$ cat src/rtl/fifo_pkg.sv
// rtl/fifo_pkg.sv - shared constants and helpers for the parametrised FIFO
package fifo_pkg;

  localparam int FIFO_STD  = 0;
  localparam int FIFO_FWFT = 1;

  localparam int DEF_DATA_WIDTH = 8;
  localparam int DEF_ADDR_WIDTH = 4;

  // Occupancy needs one extra bit so that a completely full FIFO is representable.
  function automatic int cnt_width(input int addr_width);
    return addr_width + 1;
  endfunction

endpackage

$ cat src/rtl/fifo_mem.sv
// rtl/fifo_mem.sv - register array with one synchronous write and one asynchronous read port
module fifo_mem #(
  parameter int DATA_WIDTH = 8,
  parameter int ADDR_WIDTH = 4
) (
  input  logic                  clk,
  input  logic                  wr_en,
  input  logic [ADDR_WIDTH-1:0] wr_addr,
  input  logic [DATA_WIDTH-1:0] wr_data,
  input  logic [ADDR_WIDTH-1:0] rd_addr,
  output logic [DATA_WIDTH-1:0] rd_data
);

  localparam int RAM_DEPTH = 2 ** ADDR_WIDTH;

  logic [DATA_WIDTH-1:0] mem [RAM_DEPTH];

  always_ff @(posedge clk) begin
    if (wr_en) mem[wr_addr] <= wr_data;
  end

  assign rd_data = mem[rd_addr];

endmodule

$ cat src/rtl/sync_fifo_param.sv
// rtl/sync_fifo_param.sv - single-clock FIFO with thresholds, fill count, sticky errors and FWFT mode
module sync_fifo_param
  import fifo_pkg::*;
#(
  parameter int DATA_WIDTH = DEF_DATA_WIDTH,
  parameter int ADDR_WIDTH = DEF_ADDR_WIDTH,
  parameter int FWFT       = FIFO_STD,
  parameter int AF_LEVEL   = (2 ** ADDR_WIDTH) - 2,
  parameter int AE_LEVEL   = 2
) (
  input  logic                  clk,
  input  logic                  rst,
  input  logic                  wr_cs,
  input  logic                  wr_en,
  input  logic [DATA_WIDTH-1:0] data_in,
  input  logic                  rd_cs,
  input  logic                  rd_en,
  output logic [DATA_WIDTH-1:0] data_out,
  output logic                  full,
  output logic                  empty,
  output logic                  almost_full,
  output logic                  almost_empty,
  output logic [ADDR_WIDTH:0]   count,
  output logic                  overflow,
  output logic                  underflow,
  input  logic                  clr_err
);

  localparam int CW = cnt_width(ADDR_WIDTH);
  localparam logic [CW-1:0] DEPTH_CNT = CW'(2 ** ADDR_WIDTH);
  localparam logic [CW-1:0] AF_CNT    = CW'(AF_LEVEL);
  localparam logic [CW-1:0] AE_CNT    = CW'(AE_LEVEL);

  logic [ADDR_WIDTH-1:0] wr_ptr, rd_ptr;
  logic [CW-1:0]         count_q;
  logic [DATA_WIDTH-1:0] dout_q, rd_data;
  logic                  ovf_q, udf_q;
  logic                  wr_req, rd_req, wr_acc, rd_acc;

  assign empty        = (count_q == '0);
  assign full         = (count_q == DEPTH_CNT);
  assign almost_full  = (count_q >= AF_CNT);
  assign almost_empty = (count_q <= AE_CNT);
  assign count        = count_q;
  assign overflow     = ovf_q;
  assign underflow    = udf_q;

  assign wr_req = wr_cs & wr_en;
  assign rd_req = rd_cs & rd_en;
  assign rd_acc = rd_req & ~empty;
  // A full FIFO still takes a write when the same edge frees a slot.
  assign wr_acc = wr_req & (~full | rd_acc);

  fifo_mem #(
    .DATA_WIDTH(DATA_WIDTH),
    .ADDR_WIDTH(ADDR_WIDTH)
  ) u_mem (
    .clk    (clk),
    .wr_en  (wr_acc),
    .wr_addr(wr_ptr),
    .wr_data(data_in),
    .rd_addr(rd_ptr),
    .rd_data(rd_data)
  );

  always_ff @(posedge clk or negedge rst) begin
    if (!rst) begin
      wr_ptr  <= '0;
      rd_ptr  <= '0;
      count_q <= '0;
      dout_q  <= '0;
      ovf_q   <= 1'b0;
      udf_q   <= 1'b0;
    end else begin
      if (wr_acc) wr_ptr <= wr_ptr + 1'b1;
      if (rd_acc) rd_ptr <= rd_ptr + 1'b1;
      case ({wr_acc, rd_acc})
        2'b10:   count_q <= count_q + CW'(1);
        2'b01:   count_q <= count_q - CW'(1);
        default: count_q <= count_q;
      endcase
      // In FWFT mode this tracks the head so the output stays stable once empty.
      if (FWFT == FIFO_FWFT) begin
        if (!empty) dout_q <= rd_data;
      end else if (rd_acc) begin
        dout_q <= rd_data;
      end
      if (wr_req && !wr_acc) ovf_q <= 1'b1;
      else if (clr_err)      ovf_q <= 1'b0;
      if (rd_req && empty)   udf_q <= 1'b1;
      else if (clr_err)      udf_q <= 1'b0;
    end
  end

  assign data_out = ((FWFT == FIFO_FWFT) && !empty) ? rd_data : dout_q;

endmodule

$ cat config.mk
export PLATFORM = sky130hd
export DESIGN_NAME = sync_fifo_param
export DESIGN_NICKNAME = d
export VERILOG_FILES = /design/src/rtl/fifo_pkg.sv /design/src/rtl/fifo_mem.sv /design/src/rtl/sync_fifo_param.sv
export SDC_FILE = /design/constraint.sdc
export NUM_CORES = 1
export LEC_CHECK = 0
export ABC_AREA = 1
export BUFFER_PORTS_ARGS = -buffer_cell sky130_fd_sc_hd__buf_2
export CAP_MARGIN = 20
export CORE_MARGIN = 3
export CORE_UTILIZATION = 60
export DETAILED_ROUTE_END_ITERATION = 10
export GPL_TIMING_DRIVEN = 1
export HOLD_SLACK_MARGIN = 0.15
export PLACE_DENSITY = 0.87
export SLEW_MARGIN = 30
export SYNTH_ARGS = -nofsm -noshare
export SYNTH_HDL_FRONTEND = slang
export SYNTH_SLANG_ARGS = --single-unit
export TNS_END_PERCENT = 20
$ cat constraint.sdc
create_clock -name clk -period 2.2 [get_ports clk]
set_input_delay 0 -clock clk [delete_from_list [all_inputs] [get_ports clk]]
set_output_delay 0 -clock clk [all_outputs]
set_load 0.03 [all_outputs]
### After elaboration in Yosys (flattened, before gate mapping)

Memories as Yosys holds them, arrays and structs flattened. A register that Yosys moved wholly into a read port is not among the register bits.
Cells that the tools add are included.

| operators by class | value |
|---|---|
| order comparisons | 2 |
| reductions and logical operators | 8 |
| bitwise logic cells | 7 |
| equal/unequal tests | 3 |
| add/sub/neg operators | 4 |
| muxes and demuxes | 6 |

Operators with widths:

| operator | number |
|---|---|
| case mux 5 bit (2 select lines) | 1 |
| adder 4 x 1 -> 4 bit (second input constant) | 2 |
| nonzero test 2 bit | 3 |
| adder 5 x 1 -> 5 bit (second input constant) | 1 |
| == test 5 bit (second input constant) | 1 |
| >= comparator 5 x 4 -> 1 bit (second input constant) | 1 |
| less-or-equal comparator 5 x 2 -> 1 bit (second input constant) | 1 |
| logical NOT 5 bit | 1 |
| two-way mux 1 bit | 5 |
| subtractor 5 x 1 -> 5 bit (second input constant) | 1 |
| AND 1 bit | 4 |
| == test 2 x 1 -> 1 bit (second input constant) | 1 |
| == test 2 bit (second input constant) | 1 |
| logical AND 1 bit | 2 |
| logical NOT 1 bit | 2 |
| NOT 1 bit | 2 |
| OR 1 bit | 1 |

| storage, ports and cells | value |
|---|---|
| word-level logic and storage cells | 36 |
| register bits after elaboration | 15 |
| memory bits (writable) | 128 |
| input port bits | 15 |
| memories | 1 |
| output and inout port bits | 19 |

Memory list:

| name | depth | width | read ports | clocked after Yosys merged registers in | write ports | line | source |
|---|---|---|---|---|---|---|---|
| u_mem.mem | 16 | 8 | 1 | 1 | 1 | fifo_mem.sv:16 | `logic [DATA_WIDTH-1:0] mem [RAM_DEPTH];` |

### Depth between registers and ports, before layout

| logic depth | value |
|---|---|
| word-level depth | 8 |
| mapped depth | 13 |

### Cells and area by module

From an unflattened synthesis, not the netlist that was laid out.

| unflattened totals | value |
|---|---|
| cells, all modules | 688 |
| area, all modules | 6812.8 um^2 |

Modules (own cells, without submodules):

| module | area each (um^2) | cells an instance | instances |
|---|---|---|---|
| fifo_mem | 5606.6 | 543 | 1 |
| sync_fifo_param | 1206.2 | 145 | 1 |

### Worst setup path before layout

OpenSTA, ideal clock, no wires.

| timing | value |
|---|---|
| path type | reg2out |
| from | register count_q[0], in the netlist count[0] |
| to | output almost_empty |
| cell stages (with the launch flop) | 2 |
| setup slack | 0.037 ns |
| path buffers | 0 |
| data arrival time | 2.163 ns |
| cells stage by stage | dfrtp_1 -> a2111oi_0 |

| between the ends | value |
|---|---|
| longest elaborated chain between the ends | 1 |

Ends and longest elaborated chain:

| item | line | source |
|---|---|---|
| from (decl) | sync_fifo_param.sv:35 | `logic [CW-1:0] count_q;` |
| from (signal assigned) | sync_fifo_param.sv:78 | `2'b10: count_q <= count_q + CW'(1);` |
| from (signal assigned) | sync_fifo_param.sv:79 | `2'b01: count_q <= count_q - CW'(1);` |
| from (signal assigned) | sync_fifo_param.sv:80 | `default: count_q <= count_q;` |
| less-or-equal comparator 5 x 2 -> 1 bit | sync_fifo_param.sv:43 | `assign almost_empty = (count_q <= AE_CNT);` |
| to (decl) | sync_fifo_param.sv:22 | `output logic almost_empty,` |

Every way passes these cells.

### Final worst setup path

| timing | value |
|---|---|
| from | input wr_en |
| to | memory u_mem.mem[9][2], enable pin |

| between the ends | value |
|---|---|
| longest elaborated chain between the ends | 4 |

Ends and longest elaborated chain:

| item | line | source |
|---|---|---|
| from (decl) | sync_fifo_param.sv:14 | `input logic wr_en,` |
| AND 1 bit | sync_fifo_param.sv:48 | `assign wr_req = wr_cs & wr_en;` |
| AND 1 bit | sync_fifo_param.sv:52 | `assign wr_acc = wr_req & (~full \| rd_acc);` |
| two-way mux 1 bit | fifo_mem.sv:19 | `if (wr_en) mem[wr_addr] <= wr_data;` |
| two-way mux 1 bit (not written as such) | fifo_mem.sv:19 |  |
| to (decl) | fifo_mem.sv:16 |  |

Every way passes these cells.

==> summary by stage <==
Setup path
The highest fanout seen on the critical path is 8. The data arrival time of the critical path is 2.43 ns. The critical path goes through dlygate4sd3_1, buf_2, nand2_1, inv_1, dlygate4sd3_1, nand2_2, inv_2, nand2_1, nor2_1.

The timing startpoint of the critical path is wr_en. The critical path data required time is 2.36 ns. STA classifies the critical path endpoint as a flip-flop. The nature of the critical path startpoint is an input port. The largest single stage delay on the critical path is 0.61 ns. The startpoint of the lowest-slack register-to-register path is count[4].

The slowest stage of the critical path is the dlygate4sd3_1 cell. The minimum setup slack among reg-to-reg paths is ~0.040 ns. The critical path class is in -> reg.

Finish
The multi-input combinational cells in the finished layout cover a total of approximately 1800 um2. Compared with the post-synthesis result, the final layout area differs by 16.53%. The count of placed standard cells in the final layout, fillers left out is 873. The post-layout instance area is 7831 um2. The final layout net count is around 740.

In the final layout, the share of cells above drive strength 1 is 0.1310. The final antenna diode count is 0. Counting the fill cells in the layout gives 659. The sequential cells in the finished layout cover a total of 4424 um2.

Clock tree
The clock passes through at most 2 buffers. TritonCTS built the clock tree. The buffer cell driving the clock tree root is clkbuf_8. In this run the number of H-tree levels came out at 4. Clock-pin slew was measured on the worst setup and hold paths at 0.06 ns. In this run, CTS created clock tree buffers numbering 17. The clock network latency to the later pin of the worst-skew pair is 0.53 ns.

The tree built by TritonCTS fans out to 151 sinks.

GRT
The via count of the first global-routing pass is 4966. The wire length of the first global-routing pass is between 20000 and 30000 um. The maximum number of pins on one net before global-route repair is 65.

The aggregate global-route resource usage is 0.2651. The initial antenna violation count is 0. Summed over all layers, the global routing overflow is 0.

STA
In this run the tightest slew margin relative to its limit is 0.5444. At the pin with the least slew margin, the transition time is 0.6809 ns. The number of setup violations in the final report is 24.

Setup repair after global routing could not meet its margin everywhere. The max-slew violation total from the final report is 0. The worst path in the final design needs a cycle of 2.268 ns, including I/O delays and setup. The slack of the critical path is -0.06814 ns. Clock skew on the completed layout was measured at 0.01156 ns.

For this run, the top clock speed supported by timing is around 0.44 GHz. The hold violation count in the final report is 0. The period utilization is 1.031.

Detailed routing
The detail-routed via count per cell is 5.656. For this block, the routed nets add up to 15650 um of wire. The number of vias in the routed layout is 4938. For this run, design rule violations remaining after detail routing come to 0. Before antenna repair, the detailed router went through 6 iterations. The final antenna-violating net count is 0. The initial detailed-routing violation count is about 700. In the final routed layout, each cell accounts on average for between 15 and 20 um.

Synth
The top flip-flop cell by instance count after synthesis is edfxtp_1. In the synthesized netlist, the cells that appear most often are nand2_1 (254), edfxtp_1 (128), nand3_1 (88). After synthesis, the netlist uses 28 different library cells. The post-synthesis sequential area ratio is 0.6576. The most frequent cell after synthesis is nand2_1. The synthesized netlist occupies a cell area of 6720 um2.

Synthesis inferred 151 register bits. In the synthesized netlist, the number of instances is 661. The leading area contributor after synthesis is edfxtp_1. Counting flops with a built-in enable in the synthesized netlist gives 128. Averaged over all synthesized cells, the footprint is 10.17 um2. After synthesis, the share of flip-flops with an asynchronous set or reset is 0.1523.

The count of yosys warnings during synthesis is 0. Sorting the synthesized cells by area gives the leading types as edfxtp_1 (57%), nand2_1 (14%), dfrtp_1 (8.6%). Synthesis produced a netlist with a net count of 685. Of the post-synthesis cell area, the dominant cell type holds 0.5720.

Placement
The port buffer count is 33. The global placement routability congestion is 0.9054. In this run, placement finished with an instance count of 820. Once placement finished, the instance area stood at 6994 um2. The wire-length estimate of the detail-placed layout is 9420 um.

Power
The switching component of the power is between 3000 and 4000 uW. The total leakage power is 0.003472 uW. The areal power density over the cells is roughly 1300 nW/um2. The part of the power in combinational logic is 0.348. Cell internal power was estimated by the tool at 6293 uW. IR analysis of the VDD net gives a maximum drop of just over 700 uV. The share of total power dissipated in the clock network is 0.290. The share of total power consumed by net switching is 0.3793. The share of total power dissipated in sequential elements is 0.362.

Floorplan
The I/O pin count is 34. Row generation in the floorplan step produced 38 rows. The initial utilization of the core area, before any placement, comes to 0.6172.

The die is 111.8 um wide. The core area is 10890 um2. The die height is between 100 and 150 um. The die covers 12510 um2.

Worst hold path
The class of the tightest hold or removal check is in -> reg. The origin of the worst min-delay path is data_in[6].

Outcome
The final reports fail on negative setup slack. The flow ran to the end, but the final reports show violations.

Run
The total of max-cap violations is 0.
flip-flops by register name, summed over array words and instances, names as in the netlist:
register	flops
u_mem.mem	128
overflow	1
data_out	8
wr_ptr	4
rd_ptr	4
underflow	1
count	5
logic make-up (layout without fill, tap and decap cells):
logic type               count (synthesis)  count (layout)  share of synthesized area
buffers and inverters                  114             186                    0.07689
AO/OA/AOI/OAI                            9               9                   0.007634
XOR/XNOR                                 8               8                    0.01043
flip-flops                             151             151                     0.6576
adder cells (fa/ha/maj)                  9               9                    0.01787
AND/OR/NAND/NOR                        370             370                     0.2296
through the flow:
stage	hold slack (ns)	TNS [ns]	setup WS [ns]	power, uW	util
3_5_place_dp	0.002496	0	0.07986	7000	0.6424
6_report	0.4267	-1.228	-0.06814	10140	0.7193
5_1_grt	0.4387	-5.271	-0.2052	10660	0.7193
3_3_place_gp	-0.006406	0	0.2366	6867	0.6424
4_1_cts	0.4175	0	0.02321	10010	0.7159
2_1_floorplan	-0.2956	0	0.03711	6145	-
what timing repair did:
item,in CTS,in global routing
resized for setup,0,12
hold buffers,20,1
setup endpoints to repair,0,81
endpoints found under the hold margin,171,23
setup buffers,0,0
path summary, 6_finish.rpt:
kind                            cells past startpoint          endpoint
worst max register to register                     13          count[4]
max in group asynchronous                           4          count[2]
min in group asynchronous                           4          count[4]
worst min-delay path                                2  u_mem.mem[14][6]
worst min register to register                      2       data_out[7]
worst max-delay path                                9   u_mem.mem[9][2]
worst max-delay path, delay by kind of cell:
kind          cells  cell delay (ns)
simple gates      4             0.95
buf+inv           5             1.48
cell type report:
class | count | area share
clock inverters | 14 | 0.02333
flip-flops and latches | 151 | 0.5649
multi-input cells | 396 | 0.2313
well taps | 140 | 0.02237
repair buffers | 67 | 0.06295
clock buffers | 18 | 0.05336
inverters | 87 | 0.04170
cells in the final DEF, fill, tap and decap left out, types with 2 or more instances in the layout:
cell and instances:
dfrtp_1 19, bufinv_16 4, o22ai_1 2, clkinv_1 4
nand4_1 2, xor2_1 7, inv_2 2, edfxtp_1 128
buf_4 11, clkbuf_16 16, nor2_1 11, dfrtp_2 4
nand2_4 2, dlygate4sd3_1 20, nand3_2 2, buf_12 2
clkinv_2 3, ha_1 8, nand3_1 88, o21ai_0 2
inv_1 83, clkinvlp_4 3, clkinv_4 2, nor2_4 2
o21ai_1 2, a21oi_1 2, buf_2 34, nor2_2 7
nand2_1 254
routing by layer:
layer  part of all wire  GRT usage  vias to the layer above
li1                   -          -                     2254
met3              0.093    0.05815                       48
met5                  0          0                        -
met4              0.031     0.1200                        0
met2               0.50     0.4349                      308
met1               0.38     0.3409                     2328
power by group through the flow:
stage / Sequential [uW] / Combinational [uW] / Clock [uW]
2_1_floorplan: 3860 / 2290 / 0
6_report: 3670 / 3530 / 2940
5_1_grt: 3700 / 3890 / 3080
3_3_place_gp: 3670 / 3190 / 0
4_1_cts: 3640 / 3430 / 2940
3_5_place_dp: 3690 / 3310 / 0
No activity file was read; power rests on OpenSTA's default activity.
